**src/rtl/multicycle_ctrl.sv**
```systemverilog
// -----------------------------------------------------------------------------
// multicycle_ctrl
//
// Main controller for the multicycle RV32I core. Steps each instruction
// through a fixed set of states and drives the shared ALU, the memory port,
// the instruction register and the register file. Memory accesses wait on
// the mem_ready handshake.
//
// Handshake: a memory access is presented while the controller sits in
// FETCH, MEMREAD or MEMWRITE. It completes in the cycle where mem_ready is
// high. The controller holds its state, and therefore the address and
// strobes, until that cycle. Registers are enabled only in that cycle.
//
// Ports:
//   clk, rst_n   rising-edge clock, asynchronous active-low reset
//   op           instruction opcode (IR[6:0])
//   zero         ALU Zero flag, sampled in BEQ
//   mem_ready    current memory access completes this cycle
//   PCWrite      PC register enable
//   AdrSrc       memory address select (0=PC, 1=ALUOut)
//   MemWrite     data memory write strobe
//   IRWrite      instruction/OldPC register enable
//   ResultSrc    result mux (00=ALUOut, 01=Data, 10=ALUResult)
//   ALUSrcA      ALU A mux (00=PC, 01=OldPC, 10=rs1)
//   ALUSrcB      ALU B mux (00=rs2, 01=ImmExt, 10=constant 4)
//   ALUOp        ALU decoder control (00=add, 01=sub, 10=funct)
//   RegWrite     register file write enable
//   ImmSrc       immediate format, combinational from op
//   illegal_op   pulse: unsupported opcode seen in DECODE
//   state_dbg    current state encoding
//
// All outputs are decoded combinationally from the state register and the
// current inputs. During reset the state is FETCH, so the outputs show the
// FETCH values.
// -----------------------------------------------------------------------------
module multicycle_ctrl #(
    // State entered on reset. It must remain FETCH (0).
    parameter logic [3:0] RESET_STATE = 4'd0
) (
    input  logic       clk,
    input  logic       rst_n,
    input  logic [6:0] op,
    input  logic       zero,
    input  logic       mem_ready,
    output logic       PCWrite,
    output logic       AdrSrc,
    output logic       MemWrite,
    output logic       IRWrite,
    output logic [1:0] ResultSrc,
    output logic [1:0] ALUSrcA,
    output logic [1:0] ALUSrcB,
    output logic [1:0] ALUOp,
    output logic       RegWrite,
    output logic [1:0] ImmSrc,
    output logic       illegal_op,
    output logic [3:0] state_dbg
);

    typedef enum logic [3:0] {
        S_FETCH    = 4'd0,
        S_DECODE   = 4'd1,
        S_MEMADR   = 4'd2,
        S_MEMREAD  = 4'd3,
        S_MEMWB    = 4'd4,
        S_MEMWRITE = 4'd5,
        S_EXECUTER = 4'd6,
        S_ALUWB    = 4'd7,
        S_EXECUTEI = 4'd8,
        S_JAL      = 4'd9,
        S_BEQ      = 4'd10
    } state_e;

    localparam logic [6:0] OP_LOAD  = 7'b0000011;
    localparam logic [6:0] OP_STORE = 7'b0100011;
    localparam logic [6:0] OP_RTYPE = 7'b0110011;
    localparam logic [6:0] OP_ITYPE = 7'b0010011;
    localparam logic [6:0] OP_JAL   = 7'b1101111;
    localparam logic [6:0] OP_BEQ   = 7'b1100011;

    // Mux select encodings
    localparam logic [1:0] RES_ALUOUT = 2'b00;
    localparam logic [1:0] RES_DATA   = 2'b01;
    localparam logic [1:0] RES_ALURES = 2'b10;
    localparam logic [1:0] A_PC       = 2'b00;
    localparam logic [1:0] A_OLDPC    = 2'b01;
    localparam logic [1:0] A_RS1      = 2'b10;
    localparam logic [1:0] B_RS2      = 2'b00;
    localparam logic [1:0] B_IMM      = 2'b01;
    localparam logic [1:0] B_FOUR     = 2'b10;
    localparam logic [1:0] ALU_ADD    = 2'b00;
    localparam logic [1:0] ALU_SUB    = 2'b01;
    localparam logic [1:0] ALU_FUNCT  = 2'b10;

    state_e state_q;
    state_e state_d;

    // -------------------------------------------------------------------------
    // Next-state logic
    // -------------------------------------------------------------------------
    always_comb begin
        state_d = state_q;
        case (state_q)
            S_FETCH: begin
                if (mem_ready) state_d = S_DECODE;
            end
            S_DECODE: begin
                case (op)
                    OP_LOAD,
                    OP_STORE: state_d = S_MEMADR;
                    OP_RTYPE: state_d = S_EXECUTER;
                    OP_ITYPE: state_d = S_EXECUTEI;
                    OP_JAL:   state_d = S_JAL;
                    OP_BEQ:   state_d = S_BEQ;
                    default:  state_d = S_FETCH;
                endcase
            end
            S_MEMADR: begin
                state_d = (op == OP_LOAD) ? S_MEMREAD : S_MEMWRITE;
            end
            S_MEMREAD: begin
                if (mem_ready) state_d = S_MEMWB;
            end
            S_MEMWB:    state_d = S_FETCH;
            S_MEMWRITE: begin
                if (mem_ready) state_d = S_FETCH;
            end
            S_EXECUTER: state_d = S_ALUWB;
            S_EXECUTEI: state_d = S_ALUWB;
            S_ALUWB:    state_d = S_FETCH;
            S_JAL:      state_d = S_ALUWB;
            S_BEQ:      state_d = S_FETCH;
            // Codes 11..15 are never reached; recover through FETCH.
            default:    state_d = S_FETCH;
        endcase
    end

    // -------------------------------------------------------------------------
    // State register
    // -------------------------------------------------------------------------
    always_ff @(posedge clk or negedge rst_n) begin
        if (!rst_n) begin
            state_q <= state_e'(RESET_STATE);
        end else begin
            state_q <= state_d;
        end
    end

    // -------------------------------------------------------------------------
    // Output decode
    // -------------------------------------------------------------------------
    logic       legal_op;
    logic [1:0] imm_sel;

    always_comb begin
        legal_op = 1'b0;
        case (op)
            OP_LOAD, OP_STORE, OP_RTYPE,
            OP_ITYPE, OP_JAL, OP_BEQ: legal_op = 1'b1;
            default:                  legal_op = 1'b0;
        endcase
    end

    always_comb begin
        imm_sel = 2'b00;
        case (op)
            OP_LOAD, OP_ITYPE: imm_sel = 2'b00;
            OP_STORE:          imm_sel = 2'b01;
            OP_BEQ:            imm_sel = 2'b10;
            OP_JAL:            imm_sel = 2'b11;
            default:           imm_sel = 2'b00;
        endcase
    end

    always_comb begin
        PCWrite    = 1'b0;
        AdrSrc     = 1'b0;
        MemWrite   = 1'b0;
        IRWrite    = 1'b0;
        ResultSrc  = RES_ALUOUT;
        ALUSrcA    = A_PC;
        ALUSrcB    = B_RS2;
        ALUOp      = ALU_ADD;
        RegWrite   = 1'b0;
        ImmSrc     = imm_sel;
        illegal_op = 1'b0;
        case (state_q)
            S_FETCH: begin
                // PC+4 is computed while the instruction is read, so both
                // registers load together when the read completes.
                ALUSrcA   = A_PC;
                ALUSrcB   = B_FOUR;
                ALUOp     = ALU_ADD;
                ResultSrc = RES_ALURES;
                IRWrite   = mem_ready;
                PCWrite   = mem_ready;
            end
            S_DECODE: begin
                // Branch target OldPC+imm is precomputed into ALUOut.
                ALUSrcA    = A_OLDPC;
                ALUSrcB    = B_IMM;
                ALUOp      = ALU_ADD;
                illegal_op = ~legal_op;
            end
            S_MEMADR: begin
                ALUSrcA = A_RS1;
                ALUSrcB = B_IMM;
                ALUOp   = ALU_ADD;
            end
            S_MEMREAD: begin
                AdrSrc    = 1'b1;
                ResultSrc = RES_ALUOUT;
            end
            S_MEMWB: begin
                ResultSrc = RES_DATA;
                RegWrite  = 1'b1;
            end
            S_MEMWRITE: begin
                // Strobe stays high while waiting; memory commits only on
                // the mem_ready cycle.
                AdrSrc    = 1'b1;
                ResultSrc = RES_ALUOUT;
                MemWrite  = 1'b1;
            end
            S_EXECUTER: begin
                ALUSrcA = A_RS1;
                ALUSrcB = B_RS2;
                ALUOp   = ALU_FUNCT;
            end
            S_EXECUTEI: begin
                ALUSrcA = A_RS1;
                ALUSrcB = B_IMM;
                ALUOp   = ALU_FUNCT;
            end
            S_ALUWB: begin
                ResultSrc = RES_ALUOUT;
                RegWrite  = 1'b1;
            end
            S_JAL: begin
                // PC <- target held in ALUOut; ALU forms OldPC+4 as the link
                // value, written back in ALUWB.
                ALUSrcA   = A_OLDPC;
                ALUSrcB   = B_FOUR;
                ALUOp     = ALU_ADD;
                ResultSrc = RES_ALUOUT;
                PCWrite   = 1'b1;
            end
            S_BEQ: begin
                ALUSrcA   = A_RS1;
                ALUSrcB   = B_RS2;
                ALUOp     = ALU_SUB;
                ResultSrc = RES_ALUOUT;
                PCWrite   = zero;
            end
            default: begin
                // Unreachable codes drive everything low.
                ImmSrc = 2'b00;
            end
        endcase
    end

    assign state_dbg = state_q;

endmodule

```
**config.mk**
```make
export PLATFORM = sky130hd
export DESIGN_NAME = multicycle_ctrl
export DESIGN_NICKNAME = d
export VERILOG_FILES = /design/src/rtl/multicycle_ctrl.sv
export SDC_FILE = /design/constraint.sdc
export NUM_CORES = 1
export LEC_CHECK = 0
export CAP_MARGIN = 20
export CORE_MARGIN = 2
export CORE_UTILIZATION = 41
export DETAILED_ROUTE_END_ITERATION = 10
export GPL_TIMING_DRIVEN = 0
export PLACE_DENSITY = 0.83
export SYNTH_ARGS = -nofsm -noshare
export SYNTH_HDL_FRONTEND = slang
export SYNTH_SLANG_ARGS = --single-unit
```
**constraint.sdc**
```tcl
create_clock -name clk -period 4.9 [get_ports clk]
set_clock_uncertainty 0.2 [all_clocks]
set_input_delay 1.47 -clock clk [delete_from_list [all_inputs] [get_ports clk]]
set_output_delay 1.47 -clock clk [all_outputs]
set_load 0.05 [all_outputs]
```
**Yosys cells after proc, flatten, opt, wreduce, memory -nomap -nowiden**

Cells that the tools add are included.

- Bits in registers: 4
- Word-level logic and storage cells: 53
- Bits of input ports: 11

- Mux-type cells: 19
- Equal/unequal tests: 19
- Bitwise operators: 1
- Reductions and logical operators: 13

Operators by type and width:

| kind | number |
|---|---|
| 4-bit case mux with 6 select lines | 1 |
| 4-bit case mux with 5 select lines | 1 |
| 4-bit by 3-bit equality test with 1-bit output (second input constant) | 4 |
| 2-bit case mux with 2 select lines | 4 |
| 7-bit by 6-bit equality test with 1-bit output (second input constant) | 2 |
| 7-bit equality test (second input constant) | 2 |
| 4-bit equality test (second input constant) | 3 |
| 4-bit 2-to-1 mux | 3 |
| 2-bit OR reduction | 6 |
| 11-bit OR reduction | 1 |
| 4-bit by 2-bit equality test with 1-bit output (second input constant) | 2 |
| 7-bit by 2-bit equality test with 1-bit output (second input constant) | 1 |
| 7-bit by 5-bit equality test with 1-bit output (second input constant) | 1 |
| 1-bit 2-to-1 mux | 6 |
| 2-bit inequality test (second input constant) | 3 |
| 2-bit case mux with 3 select lines | 1 |
| 3-bit OR reduction | 2 |
| 6-bit OR reduction | 1 |
| 4-bit by 1-bit equality test with 1-bit output (second input constant) | 1 |
| 4-bit logical NOT | 1 |
| 4-bit OR reduction | 1 |
| 3-bit 2-to-1 mux | 1 |
| 1-bit case mux with 3 select lines | 1 |
| 3-bit AND reduction | 1 |
| other kinds (2) | 2 |

**Logic depth before layout (Yosys ltp)**

- Depth after elaboration: 5
- Gate-level depth with buffers: 6
- Depth with buffers taken out: 4

**Worst setup path after synthesis**

Ideal clock, no wire load.

- Kind: reg-to-output
- Start: register state_q[1] (netlist: state_dbg[1])
- End: output IRWrite
- Stages on the path, launching flop included: 4
- Data arrival time: 2.969 ns
- Slack: 0.261 ns
- Cells stage by stage: dfrtp_1 > buf_6 > nor4_1 > and2_1

- Longest elaborated chain between the ends: 2

Ends and longest elaborated chain:

| what | RTL line | RTL |
|---|---|---|
| start, declared | 94 | `state_e state_q;` |
| start signal, assigned | 142 | `state_q <= state_e'(RESET_STATE);` |
| start signal, assigned | 144 | `state_q <= state_d;` |
| 4-bit logical NOT | 186 | `case (state_q)` |
| 1-bit 2-to-1 mux | 186 |  |
| end, declared | 48 | `output logic IRWrite,` |

Every way passes these cells.

**Worst setup path after layout**

- Start: input op[5]
- End: output ImmSrc[1]

- Longest elaborated chain between the ends: 3

Ends and longest elaborated chain:

| what | RTL line | RTL |
|---|---|---|
| start, declared | 42 | `input logic [6:0] op,` |
| 7-bit equality test / 7-bit by 6-bit equality test with 1-bit output (equally long branches) | 165 | `case (op)` |
| 2-bit case mux with 3 select lines * | 165 |  |
| 2-bit 2-to-1 mux * | 186 |  |
| end, declared | 54 | `output logic [1:0] ImmSrc,` |

Mark *: on every way between the ends. The rest lies on a longest branch, timed or not.

==> impl_metrics.yaml <==
outcome:
  status: "finished clean"
worst_setup_path:
  cp-end-kind: "primary output"
  timing.rr.start: "state_dbg[0]"
  startpoint: "op[5]"
  cpLargestDelayFamily: "buffers and inverters"
  cp_slowest_stage_delay_ns: 0.57
  cp.arrival_ns: 3.11
  endpoint: "ImmSrc[1]"
  path_depth: 5
  critPathMaxFanout: 5
  crit_chain: "clkdlybuf4s50_1 > nand2_1 > nor4_2 > a21boi_1 > clkdlybuf4s15_2"
  reg2reg_depth: 4
  start_kind: "input port"
  worstPathRequired_ns: 3.23
  path_buf_inv: 2
  path_class: "input port to primary output"
  reg2reg_slack_ns: 3.31
  r2r_end: "state_dbg[2]"
  critical-path-slowest-cell: "clkdlybuf4s50_1"
finish:
  drive_gt1_share_pct: 14.3
  final_cell_area_sq_um: 945
  fin_cells: 134
  utilization_pct: 70.8
  area_growth_pct: 58.9
  n_antenna_cell: 0
  largest_register_ffs: 4
  nNetsFinal: 132
detailed_routing:
  dr.pass1.iters: 4
  wl_mm: 1.74
  drt_iter0_markers: 10
  via_per_inst: 5.72
  ant_nets: 0
  drc: 0
  num_vias: 767
  wl_per_cell_microns: 13.0
grt:
  antenna_found_initial: 0
  grt.overflow.total: 0
  track_usage_pct: 19.3
  grt_pass1_vias: 676
  grt_pass1_wl_mm: 2.79
  grt_start_max_net_pins: 11
clock_tree:
  clk_pin_slew_ns: 0.04
  clkSinkCount: 4
  clock_latency_ns: 0.23
  clockBufferDepth: 2
  tritoncts: "done"
  cts_hold_buf: 0
  cts_buffers: 3
  cts_root_buffer: "clkbuf_4"
  cts_max_level: 1
  post_cts_resized: 9
  cts_post_setup_buffers_inserted: 0
timing:
  finalSetupViolations: 0
  max_freq_mhz: 209
  maxSlewViolCount: 0
  tightest_slew_ns: 0.503
  hold_viol: 0
  rsz0062_at_grt: "false"
  setup_ws_ns: 0.123
  period_share_pct: 97.5
  slew_headroom_pct: 66.4
  hold_slack_ns: 0.584
  tns_ns: 0
  period_needed_ns: 4.78
power:
  p_total_mw: 0.416
  leakage_nw: 0.388
  max-vdd-ir-drop_v: 0.000233
  power_density_nw_per_um2: 440
floorplan:
  io_pins: 31
  initial_core_util_pct: 44.6
  die_w_microns: 42.1
  die-area_sq_um: 1770
  coreArea_sq_um: 1330
  rows: 13
  die_h_microns: 42.1
placed_design:
  pre_cts_slack_ns: -0.378
  placed_area_sq_um: 913
  dpl.hpwl_mm: 1.31
  gp_congestion: 0.840
  place_inst: 131
  io_buffers: 30
logic_synthesis:
  ys_top_cells_by_area: "dfrtp_1 17%, nor2_1 7.6%, nand2b_1 6.3%"
  ys_seq_elements: 4
  synth_cells: 86
  synth_largest_type_area_fraction_pct: 16.8
  synth_area_sq_um: 594
  synth_edf_count: 0
  syn-num-nets: 97
  yosys.area.top_type: "dfrtp_1"
  synth_common_cells: "12 x nor2_1, 7 x nor3_1, 6 x a21oi_1, 6 x nand2b_1"
  async_flop_share_pct: 100
  yosysWarnings: 0
  ys_seq_area_share_pct: 16.8
  synth.avg_cell_area_sq_um: 6.91
  synth_flop_cell: "dfrtp_1"
  synth.most_common_cell: "nor2_1"
  synth.distinct_cells: 34
job:
  drv_cap: 0
worst_hold_path:
  hp-class: "flip-flop to flip-flop"
==> cells in the final DEF (no fill, tap or decap), drive strengths merged, types with 2 or more instances in the layout <==
| master | n |
|---|---|
| nor3 | 7 |
| nand4bb | 2 |
| o21a | 2 |
| inv | 2 |
| o21ai | 6 |
| buf | 7 |
| xor2 | 2 |
| and3 | 2 |
| clkdlybuf4s15 | 2 |
| clkdlybuf4s50 | 26 |
| clkbuf | 4 |
| dfrtp | 4 |
| a21oi | 6 |
| a31oi | 4 |
| nand2b | 6 |
| nor2 | 12 |
| nand2 | 5 |
| nor4 | 3 |
==> power by group <==
group / internal (mW) / switching, mW
Clock: 0.0272 / 0.0112
Sequential: 0.0389 / 0.00451
Combinational: 0.112 / 0.222
==> logic make-up (layout without fill, tap and decap cells) <==
family | after synthesis | count (layout) | synth area share (%)
AO/OA/AOI/OAI | 24 | 24 | 25.3
XOR/XNOR | 3 | 3 | 4.42
adder cells (fa/ha/maj) | 1 | 1 | 1.68
buffers and inverters | 9 | 42 | 9.26
flip-flops | 4 | 4 | 16.8
multiplexers | 2 | 2 | 3.58
AND/OR/NAND/NOR | 43 | 43 | 38.9
==> cell type report <==
type / count / area [sq um]
sequential: 4 / 100
tap: 15 / 18.8
timing repair buffer: 30 / 297
clock buffer: 3 / 22.5
inverter: 2 / 7.51
fill: 120 / 389
multi-input combinational: 73 / 452
buffer: 7 / 47.5
==> routing by layer <==
layer | share of wire (%) | routed length, microns | global-route usage (%)
met5 | 0 | 0 | 0
met4 | 0 | 0 | 4.38
met3 | 7.3 | 126 | 3.45
met2 | 48 | 830 | 34.4
met1 | 45 | 781 | 24.0
==> worst min-delay path by stage <==
| stage | from | end | slack (ns) | cells past startpoint |
|---|---|---|---|---|
| after global placement | state_dbg[1] | state_dbg[2] | 0.57 | 4 |
| after floorplan | state_dbg[3] | state_dbg[3] | 0.79 | 3 |
| final | state_dbg[1] | state_dbg[2] | 0.58 | 4 |
| after global routing | state_dbg[1] | state_dbg[2] | 0.63 | 4 |
| after detailed placement | state_dbg[1] | state_dbg[1] | 0.58 | 3 |
| after CTS | state_dbg[1] | state_dbg[2] | 0.59 | 4 |
==> tightest hold or removal path, delay by kind of cell (launching register included) <==
kind	cells	cell delay [ns]
flip-flops	1	0.34
AO/OA/AOI/OAI	3	0.26
buffers and inverters	1	0.14
Power figures use the tool's default switching activity.
